==> config.mk <==
export PLATFORM = sky130hd
export DESIGN_NAME = operand_fetch_seq
export DESIGN_NICKNAME = d
export VERILOG_FILES = /design/src/rtl/opfetch_pkg.sv /design/src/rtl/operand_fetch_seq_timer.sv /design/src/rtl/operand_fetch_seq.sv
export SDC_FILE = /design/constraint.sdc
export NUM_CORES = 1
export LEC_CHECK = 0
export BUFFER_PORTS_ARGS = -buffer_cell sky130_fd_sc_hd__buf_2
export CAP_MARGIN = 10
export CORE_MARGIN = 1.5
export CORE_UTILIZATION = 45
export DETAILED_ROUTE_END_ITERATION = 8
export HOLD_SLACK_MARGIN = 0.12
export PLACE_DENSITY = 0.68
export SETUP_SLACK_MARGIN = 0.2
export SYNTH_ARGS = -nofsm -noshare
export SYNTH_HDL_FRONTEND = slang
export SYNTH_SLANG_ARGS = --single-unit
==> constraint.sdc <==
create_clock -name clk -period 5.28 [get_ports clk]
set_input_delay 0.528 -clock clk [delete_from_list [all_inputs] [get_ports clk]]
set_output_delay 0.528 -clock clk [all_outputs]
set_load 0.05 [all_outputs]
==> src/rtl/opfetch_pkg.sv <==
// Shared encodings for the operand fetch sequencer: addressing modes, FSM states,
// operand width multiplier.
package opfetch_pkg;
  typedef enum logic [2:0] {
    M_INH   = 3'd0,
    M_IMM8  = 3'd1,
    M_IMM16 = 3'd2,
    M_DIR   = 3'd3,
    M_EXT   = 3'd4,
    M_REL8  = 3'd5,
    M_REL16 = 3'd6,
    M_RSVD  = 3'd7
  } mode_e;

  typedef enum logic [2:0] {
    S_IDLE, S_PC_HI, S_PC_LO, S_DAT_HI, S_DAT_LO, S_FIN
  } state_e;

  // operand is this many memory words wide
  localparam int OPND_MULT = 2;

  function automatic logic is_pc_state(input state_e s);
    return (s == S_PC_HI) || (s == S_PC_LO);
  endfunction
endpackage

==> src/rtl/operand_fetch_seq_timer.sv <==
// Per-access wait-state watchdog; only instantiated when OPFETCH_WAIT_TIMEOUT_EN is defined.
module opfetch_timer #(
  parameter int TIMEOUT_CYC = 15
) (
  input  logic clk,
  input  logic reset,
  input  logic run,
  input  logic clr,
  output logic expired
);
  localparam int CW = $clog2(TIMEOUT_CYC + 1);

  logic [CW-1:0] cnt;

  // cnt holds the number of un-acked request cycles already elapsed
  always_ff @(posedge clk or negedge reset) begin
    if (!reset)              cnt <= '0;
    else if (!run || clr)    cnt <= '0;
    else if (!expired)       cnt <= cnt + CW'(1);
  end

  assign expired = run && !clr && (cnt == CW'(TIMEOUT_CYC - 1));
endmodule

==> src/rtl/operand_fetch_seq.sv <==
// Operand fetch sequencer: PC-relative instruction byte fetch, EA formation and data read.
// Optional wait-state timeout enabled by defining OPFETCH_WAIT_TIMEOUT_EN.
module operand_fetch_seq
  import opfetch_pkg::*;
#(
  parameter int ADDR_W      = 16,
  parameter int DATA_W      = 8,
  parameter int TIMEOUT_CYC = 15
) (
  input  logic                     clk,
  input  logic                     reset,
  input  logic                     start,
  input  logic [2:0]               mode,
  input  logic                     wide,
  input  logic [ADDR_W-1:0]        pc,
  input  logic [ADDR_W-DATA_W-1:0] dp,
  output logic                     mem_req,
  output logic [ADDR_W-1:0]        mem_addr,
  input  logic                     mem_ack,
  input  logic [DATA_W-1:0]        mem_rdata,
  output logic                     pc_inc,
  output logic [ADDR_W-1:0]        ea,
  output logic [OPND_MULT*DATA_W-1:0] operand,
  output logic                     busy,
  output logic                     done,
  output logic                     err
);
  localparam int OPW = OPND_MULT * DATA_W;

  if (TIMEOUT_CYC < 1) begin : g_bad_timeout
    $error("TIMEOUT_CYC must be at least 1");
  end

  state_e              state;
  mode_e               mode_q;
  logic                wide_q;
  logic [ADDR_W-1:0]   pc_q;
  logic                ack;
  logic [ADDR_W-1:0]   pc_nxt;
  logic [OPW-1:0]      word;
  logic [ADDR_W-1:0]   ea_fetch;
  logic [ADDR_W-1:0]   rel8, rel16;

  assign ack      = mem_ack & mem_req;
  assign pc_inc   = ack & is_pc_state(state);
  assign pc_nxt   = pc_q + ADDR_W'(1);
  assign word     = {operand[OPW-1:DATA_W], mem_rdata};
  assign ea_fetch = (mode_q == M_DIR) ? {dp, mem_rdata} : ADDR_W'(word);
  // size casts of signed values sign-extend to ADDR_W
  assign rel8     = ADDR_W'($signed(mem_rdata));
  assign rel16    = ADDR_W'($signed(word));

`ifdef OPFETCH_WAIT_TIMEOUT_EN
  logic tmo_expired;

  opfetch_timer #(.TIMEOUT_CYC(TIMEOUT_CYC)) u_timer (
    .clk     (clk),
    .reset   (reset),
    .run     (mem_req),
    .clr     (ack),
    .expired (tmo_expired)
  );
`endif

  always_ff @(posedge clk or negedge reset) begin
    if (!reset) begin
      state    <= S_IDLE;
      mode_q   <= M_INH;
      wide_q   <= 1'b0;
      pc_q     <= '0;
      ea       <= '0;
      operand  <= '0;
      mem_req  <= 1'b0;
      mem_addr <= '0;
      busy     <= 1'b0;
      done     <= 1'b0;
      err      <= 1'b0;
    end else begin
      done <= 1'b0;
      err  <= 1'b0;
      case (state)
        S_IDLE: if (start) begin
          pc_q     <= pc;
          mode_q   <= mode_e'(mode);
          wide_q   <= wide;
          ea       <= '0;
          operand  <= '0;
          busy     <= 1'b1;
          mem_addr <= pc;
          case (mode_e'(mode))
            M_IMM8, M_DIR, M_REL8:    begin state <= S_PC_LO; mem_req <= 1'b1; end
            M_IMM16, M_EXT, M_REL16:  begin state <= S_PC_HI; mem_req <= 1'b1; end
            M_RSVD:                   begin state <= S_FIN; done <= 1'b1; err <= 1'b1; end
            default:                  begin state <= S_FIN; done <= 1'b1; end
          endcase
        end
        S_FIN: begin
          state <= S_IDLE;
          busy  <= 1'b0;
        end
        default: begin
`ifdef OPFETCH_WAIT_TIMEOUT_EN
          if (tmo_expired) begin
            mem_req <= 1'b0;
            state   <= S_FIN;
            done    <= 1'b1;
            err     <= 1'b1;
          end else if (ack) begin
`else
          if (ack) begin
`endif
            case (state)
              S_PC_HI: begin
                operand[OPW-1:DATA_W] <= mem_rdata;
                pc_q     <= pc_nxt;
                mem_addr <= pc_nxt;
                state    <= S_PC_LO;
              end
              S_PC_LO: begin
                pc_q <= pc_nxt;
                case (mode_q)
                  M_DIR, M_EXT: begin
                    ea       <= ea_fetch;
                    mem_addr <= ea_fetch;
                    operand  <= '0;
                    state    <= wide_q ? S_DAT_HI : S_DAT_LO;
                  end
                  M_REL8: begin
                    ea <= pc_nxt + rel8;
                    operand <= word; mem_req <= 1'b0; state <= S_FIN; done <= 1'b1;
                  end
                  M_REL16: begin
                    ea <= pc_nxt + rel16;
                    operand <= word; mem_req <= 1'b0; state <= S_FIN; done <= 1'b1;
                  end
                  default: begin
                    operand <= word; mem_req <= 1'b0; state <= S_FIN; done <= 1'b1;
                  end
                endcase
              end
              S_DAT_HI: begin
                operand[OPW-1:DATA_W] <= mem_rdata;
                mem_addr <= ea + ADDR_W'(1);
                state    <= S_DAT_LO;
              end
              S_DAT_LO: begin
                operand[DATA_W-1:0] <= mem_rdata;
                mem_req <= 1'b0;
                state   <= S_FIN;
                done    <= 1'b1;
              end
              default: state <= S_IDLE;
            endcase
          end
        end
      endcase
    end
  end
endmodule

==> flow_summary.json <==
{
  "clk_latency_ns": 0.35,
  "cts_tree": "built",
  "nets": 759,
  "yosys_warnings": 0,
  "finalCoreUtilization_pct": 53.5,
  "grt_pass1_vias": 4932,
  "ir_drop_mv": 0.433,
  "powerDensity_mw_per_mm2": 737,
  "fmax_ghz": 0.302,
  "place.gp.congestion": 0.945,
  "yosysSeqAreaShare_pct": 35.5,
  "hp-class": "input port to async pin",
  "setup_viol": 0,
  "globalRouteMet2Util_pct": 43.7,
  "clk_path_buf_depth": 2,
  "syn_area_mm2": 0.00529,
  "place_area_mm2": 0.00581,
  "use_met3_pct": 3.38,
  "cts_made_buffers": 9,
  "r2r-start": "state[0]",
  "maxSlewHeadroom_pct": 31.4,
  "synth_edf_count": 0,
  "required_ns": 5.57,
  "syn_avg_cell_area_um2": 8.47,
  "layout_common_cells": "nand2_1, buf_2, dfrtp_1",
  "synthesis.nets": 684,
  "cts.sinks": 75,
  "async_flop_share_pct": 100,
  "cts.clk_slew.worst_paths_ns": 0.06,
  "track_usage_pct": 28.5,
  "final_common_cell": "nand2_1",
  "post-cts-setup-buffer-count": 0,
  "maxCapViolCount": 0,
  "r2r_end": "ea[14]",
  "critPathArrivalTime_ns": 3.60,
  "final-max-slew-violation-count": 0,
  "n_antenna_cell": 0,
  "fin_tns_setup_ns": 0,
  "wl_mm": 17.0,
  "cp-startpoint": "state[0]",
  "end_kind": "flip-flop",
  "fin_area_mm2": 0.00611,
  "tightestPinTransition_ns": 1.03,
  "drt_pass1_iterations": 5,
  "postSynthRegisterBits": 75,
  "cts_hold_buf": 0,
  "reg2reg_slack_ns": 1.97,
  "htree_levels": 3,
  "synth_cell_types": 69,
  "whs_ns": 0.331,
  "start_util_pct": 46.3,
  "syn_inst": 624,
  "die_w_um": 111,
  "drc": 0,
  "wl_per_cell_um": 20.1,
  "drt_iter0_markers": 354,
  "final.setup_skew_ns": 0.00638,
  "crit_fanout": 36,
  "met1_usage_pct": 39.0,
  "vias": 5082,
  "start_kind": "flip-flop",
  "grt.overflow.total": 0,
  "grt_setup_unrepaired": "false",
  "die_y_um": 111,
  "cts_root_buf": "clkbuf_16",
  "hold_violations": 0,
  "placementRows": 39,
  "fp.dieArea_mm2": 0.0124,
  "grt_pass1_wl_mm": 27.2,
  "period_needed_ns": 3.31,
  "busiest_layer": "met2",
  "cts_resized": 0,
  "finalCritPeriodShare_pct": 62.8,
  "grt_start_max_net_pins": 76,
  "worstSetupPathType": "flip-flop to flip-flop",
  "port-buffer-count": 92,
  "status": "completed",
  "core_area_mm2": 0.0114,
  "ant_nets": 0,
  "final_layout_size_suffix_gt1_share_pct": 19.9,
  "vias_per_cell": 6.00,
  "worst_r2r_path_depth": 9,
  "num_io_pins": 93,
  "power_leakage_nw": 2.98,
  "syn2layout_area_growth_pct": 15.6,
  "hpwlAfterDp_mm": 12.7,
  "antenna_found_initial": 0,
  "cp-endpoint": "ea[14]",
  "synth_top_flop_cell": "dfrtp_1"
}
how the worst min path moves through the flow:
stage	from	to	slack [ns]
after global routing	wide	wide_q	0.42
after global placement	mem_addr[13]	mem_addr[13]	0.46
final	reset	err	0.33
after detailed placement	mem_addr[13]	mem_addr[13]	0.46
after floorplan	reset	busy	0.23
after CTS	reset	err	0.37
cells in the mapped netlist (13+ instances only):
master    number  area (um^2)
inv_1         22         82.6
xor2_1        20          175
nor2_1        53          199
a22o_1        13          114
o21ai_0       59          295
xnor2_1       19          166
nand2_1       93          349
mux2i_1       23          230
dfrtp_1       75         1880
a21oi_1       38          190
ha_1          19          238
clkbuf_1      26         97.6
nand3_1       16         80.1
worst max-delay path, cell delays in order (launching register included):
cell	delay [ns]
dfrtp_1	0.35
buf_4	0.25
or4b_1	0.71
o21ai_2	0.21
o211ai_2	0.49
nor2_1	0.47
nand2_1	0.30
nor3b_1	0.27
mux2i_1	0.11
nand2_1	0.07
sequential cells by signal, indices dropped and copies added (netlist names), 3 cells and up:
signal,cells
ea,16
mem_addr,16
mode_q,3
operand,16
pc_q,16
state,3
cells by family after synthesis:
family	count (synthesis)	share of synthesized area, %
simple gates	220	19.7
compound gates	183	22.3
flops	75	35.5
buf+inv	55	4.47
xor+xnor	42	7.50
mux	29	5.63
fa+ha+maj	20	4.88
where the power goes:
part           internal (mW)  switching [mW]  total [mW]  leakage, nW
Sequential             0.814           0.277        1.09        0.962
Combinational          0.871            1.91        2.78         1.88
Clock                  0.371           0.264       0.635        0.144
Total                   2.06            2.45        4.51         2.98
cell type report:
type	instances	area, um^2
Tap cell	143	179
Clock inverter	6	72.6
Timing Repair Buffer	97	500
Sequential cell	75	1880
Fill cell	1108	5310
Clock buffer	10	229
Inverter	22	82.6
Multi-Input combinational cell	494	3170
per-layer routing:
metal | wire [um] | part of all wire (%)
met5 | 0 | 0
met4 | 878 | 5.2
met3 | 1280 | 7.5
met2 | 7600 | 45
met1 | 7280 | 43
metrics by stage:
| stage | instances | worst slack, ns | power (mW) |
|---|---|---|---|
| after CTS | 847 | 2.05 | 4.49 |
| final | 847 | 1.97 | 4.51 |
| after global routing | 847 | 1.78 | 4.79 |
| after detailed placement | 831 | 2.08 | 3.84 |
| after global placement | 831 | 2.13 | 3.81 |
| after floorplan | 624 | 2.43 | 3.14 |
Power figures use the tool's default switching activity.
